## config.mk

```make
export PLATFORM = sky130hd
export DESIGN_NAME = sat_counter
export DESIGN_NICKNAME = d
export VERILOG_FILES = /design/src/rtl/sat_counter.sv
export SDC_FILE = /design/constraint.sdc
export NUM_CORES = 1
export LEC_CHECK = 0
export ABC_AREA = 1
export CAP_MARGIN = 15
export CORE_AREA = 8 8 45 47
export CTS_BUF_LIST = sky130_fd_sc_hd__clkbuf_16
export DETAILED_ROUTE_END_ITERATION = 10
export DIE_AREA = 0 0 53 55
export PLACE_DENSITY_LB_ADDON = 0.2
export SYNTH_ARGS = -nofsm -noshare
export SYNTH_HDL_FRONTEND = slang
export SYNTH_SLANG_ARGS = --single-unit
```

## constraint.sdc

```tcl
create_clock -name clk -period 2.05 [get_ports clk]
set_input_delay 0.615 -clock clk [delete_from_list [all_inputs] [get_ports clk]]
set_output_delay 0.615 -clock clk [all_outputs]
set_load 0.05 [all_outputs]
```

## src/rtl/sat_counter.sv

```systemverilog
// rtl/sat_counter.sv - saturating up-counter with synchronous clear (clear then increment)
module sat_counter #(
  parameter int W = 8
) (
  input  logic         clk,
  input  logic         rst_n,
  input  logic         clr,
  input  logic         inc,
  output logic [W-1:0] q
);

  always_ff @(posedge clk) begin
    if (!rst_n) begin
      q <= '0;
    end else if (clr) begin
      // A same-cycle event survives the clear so it is not lost from the new window.
      q <= W'(inc);
    end else if (inc && (q != {W{1'b1}})) begin
      q <= q + 1'b1;
    end
  end

endmodule

```

Word-level counts from Yosys, hierarchy flattened
Index checks and enable logic that the tools add are counted.
Word-level totals
  flip-flop bits (word level): 8
  bits in latches: 0
  memory bits (writable): 0
  bits in read-only memories: 0
  bits of input ports: 4
  output and inout port bits: 8
  word-level logic and storage cells: 10
  memories kept: 0
Cells by class
  $add $sub $neg: 1
  multiply operators: 0
  div/mod/pow operators: 0
  magnitude comparators: 0
  eq/ne operators: 1
  shift operators: 0
  multiplexer cells: 2
  bitwise gates (word level): 1
  reductions and logical operators: 3
Operator list (count)
  8-bit by 1-bit adder with 8-bit output (second input constant): 1
  8-bit != test (second input constant): 1
  1-bit 2-to-1 mux: 2
  2-bit nonzero test: 1
  2-bit OR reduction: 1
  1-bit logical AND: 1
  1-bit inverter: 1

Longest topological paths before layout
  word-level depth: 4
  gate-level depth with buffers: 8
  gate-level depth less buffers: 8

Least setup slack after synthesis
No wires, ideal clock.
  path type: reg2reg
  start point: register q[1]
  end point: register q[7]
  library setup time: 0.114 ns
  arrival time: 1.523 ns
  required time: 1.936 ns
  slack: 0.412 ns
  cell stages (with the launch flop): 9
  buffers on the path: 0
  clock period less this slack: 1.638 ns
  path through: dfxtp_1 -> ha_1 -> nand2_2 -> nor2_2 -> nand2_4 -> nand2_4 -> nor2_1 -> nor2_1 -> nor2_1
Between the ends
  longest elaborated chain between the ends: 2
  elaborated cells on any way between the ends: 3
  those cells by class: 1 x add/sub; 1 x eq/ne; 1 x reduce/logical
Ends and longest elaborated chain
  start, declared: line 9  | output logic [W-1:0] q
  start signal, assigned: line 17  | q <= W'(inc);
  start signal, assigned: line 19  | q <= q + 1'b1;
  parallel branches: the longest is 2 deep, another holds 8-bit by 1-bit adder with 8-bit output
Parallel ways; which one is timed is not known.
A chain may end at the register's enable or synchronous reset.

Worst setup path after layout
  start point: register q[2]
  end point: output port q[2]
No word-level cell between the ends.

==> summary.txt <==
Worst setup path
  • Required time of the critical path: 1430 ps
  • Crit path max-delay family: flip-flops
  • Worst path arrival time: 910 ps
  • Buffers and inverters on the worst path: 1
  • Slowest stage cell, crit path: dfxtp_1
  • Crit Reg-Reg Startpoint: q[0]
  • Crit path cell chain: buf_4
  • Element type at the critical path end: output port
  • Crit path kind: reg2out
  • Slowest Stage Delay on Critical Path: 430 ps
  • Crit. Startpoint: q[2]
  • CP Launch Type: flip-flop
  • Crit path max fanout: 6

Drt
  • ANT nets after route: 0
  • Routed WL: 1236 um
  • DR iter-0 viols: 7
  • DR pass1 iterations: 4
  • Per-cell routed wire length: 12.00 um
  • DRC viols: 0
  • DR vias: 494
  • Via density: 4.796

Finish
  • Nets: 94
  • Largest reg by FF count: q
  • Reg area: 160.2 um^2
  • Fin util: 48.10%
  • Max FFs per register: 8
  • Biggest regs: q x8
  • Multi-input logic area: 279.0 um^2
  • Number of diodes: 0
  • Fillers: 144
  • Fraction of final layout cells sized beyond drive strength 1: 21.84%
  • Area growth from synthesis to layout: 36.76%

Placement
  • Number of I/O port buffers: 11
  • Detail Placement HPWL: 856.6 um
  • Final Wtd Congestion: 0.7647

Floorplan
  • Die area: 0.002915 mm^2
  • Io pins: 12
  • Core Footprint: 0.001384 mm^2
  • Die Span Y: 55 um
  • Die X: 53 um
  • FP Rows: 14
  • Initial Utilization: 35.17%

Timing
  • Fmax: 0.6572 GHz
  • Hold Fails Final Rpt: 0
  • Crit share post-route: 74.22%
  • Setup TNS: 0 ps
  • WHS: 524.6 ps
  • Final min period: 1522 ps
  • # setup viols final: 0
  • Rel. slew slack: 84.24%
  • RSZ-0062 raised after global routing: false
  • Clock skew: 0.9721 ps
  • Least-Margin Pin Slew: 235.8 ps
  • Slew Limit Fails: 0

Yosys
  • Yosys cell types: 16
  • Synth Cell Area: 486.7 um^2
  • Synth warn: 0
  • Total nets after synthesis: 78
  • Top post-synthesis cells by area: dfxtp_1 (33%), nand2_1 (13%), nand3_1 (9.3%)
  • Flops & latches, synth: 8
  • Syn_area_per_cell: 6.667 um^2
  • Synth top area share: 32.90%
  • Sequential share of the synthesized area: 32.90%
  • Cell taking the most area after synthesis: dfxtp_1
  • Mapped Cells: 73

Clock tree
  • Post-CTS Hold Buffers: 0
  • Clock Latency Late Sink: 230 ps
  • Post-CTS setup repair buffer count: 0
  • CTS max path bufs: 2
  • Clock Root Buffer: clkbuf_16
  • Post-cts resize count: 0
  • H-tree depth: 1
  • Clock sink total: 8
  • CTS tree: done
  • CTS clk-pin slew, worst paths: 40 ps
  • TritonCTS buffer count: 3

GRT
  • Global Route Usage Sum: 9.360%
  • Largest net degree at the start of global routing: 9
  • Total grt overflow: 0
  • First-pass GRT wire length: 2063 um
  • Initial antenna violation count: 0
  • Vias in the first global route: 464

Hold path
  • Type of the most critical hold path: reg2reg
  • Min-delay src: q[1]

Power and ir drop
  • PD cells: 788.7 mW/mm^2
  • Net Sw Frac: 19.28%
  • Combinational fraction of design power: 6.5%
  • Flop pwr share: 30.7%
  • Leakage power: 0.3030 nW
  • Pwr Total: 0.5250 mW
  • Power share of the clock group: 62.8%
  • Net switching power: 0.1012 mW
  • Worst IR drop on VDD: 457.0 uV
  • Pint: 0.4238 mW

Run status
  • Status: complete, no violations

Job
  • Max_cap viols: 0
## final timing paths
kind,to,slack [ps],depth (start not counted)
setup / recovery,q[2],530,1
hold / removal,q[1],520,2
setup reg to reg,q[7],660,8
hold reg to reg,q[1],520,2
## layer usage
| metal | vias up | track usage (%) | wire (um) |
|---|---|---|---|
| li1 | 261 | - | - |
| met1 | 225 | 11.76 | 609 |
| met2 | 8 | 13.87 | 555 |
| met3 | 0 | 3.743 | 72 |
| met4 | 0 | 3.879 | 0 |
| met5 | - | 0 | 0 |
## synthesized netlist by cell type, drive strengths merged
cell type,number
clkbuf,1
dfxtp,8
o21ai,1
inv,9
a21oi,5
nand2,20
nor2,14
nor3b,1
ha,1
nand4,3
nand3,9
xor2,1
## placed cells by master (no fill, tap or decap)
master           count
nand2_2              1
nand2_4              2
nand4_1              3
nand2_1             17
buf_4                9
a21oi_2              1
nor2_2               3
o21ai_0              1
a21oi_1              4
nor3b_1              1
xor2_1               1
ha_1                 1
nor2_1              11
clkdlybuf4s50_1      3
dfxtp_1              8
nand3_1              9
clkbuf_16            3
inv_1                9
## cell type report
class | instances | area share, %
clock buffer | 3 | 11.28
inverter | 9 | 5.075
multi-input combinational | 55 | 41.92
sequential | 8 | 24.06
tap | 16 | 3.008
timing repair buffer | 12 | 14.66
## through the flow
| step | cells | cell area, um^2 | worst slack [ps] |
|---|---|---|---|
| 2_1_floorplan | 73 | 486.7 | 412.2 |
| 4_1_cts | 103 | 665.6 | 531.5 |
| 6_report | 103 | 665.6 | 528.4 |
| 3_3_place_gp | 100 | 590.6 | 347.2 |
| 3_5_place_dp | 100 | 590.6 | 355.1 |
| 5_1_grt | 103 | 665.6 | 509.2 |
## cell families after synthesis
logic type / Yosys count / share of synthesized area, %
buffers and inverters: 10 / 9.767
flip-flops: 8 / 32.90
AO/OA/AOI/OAI: 6 / 6.940
AND/OR/NAND/NOR: 47 / 46.02
adder cells (fa/ha/maj): 1 / 2.570
XOR/XNOR: 1 / 1.800
## power by group through the flow
stage          registers (mW)  logic [mW]  clock network (mW)
3_5_place_dp            0.164      0.0336                   0
6_report                0.161      0.0339               0.330
3_3_place_gp            0.164      0.0333                   0
5_1_grt                 0.162      0.0365               0.344
2_1_floorplan           0.170      0.0150                   0
4_1_cts                 0.161      0.0341               0.334
No activity file was read; power rests on OpenSTA's default activity.
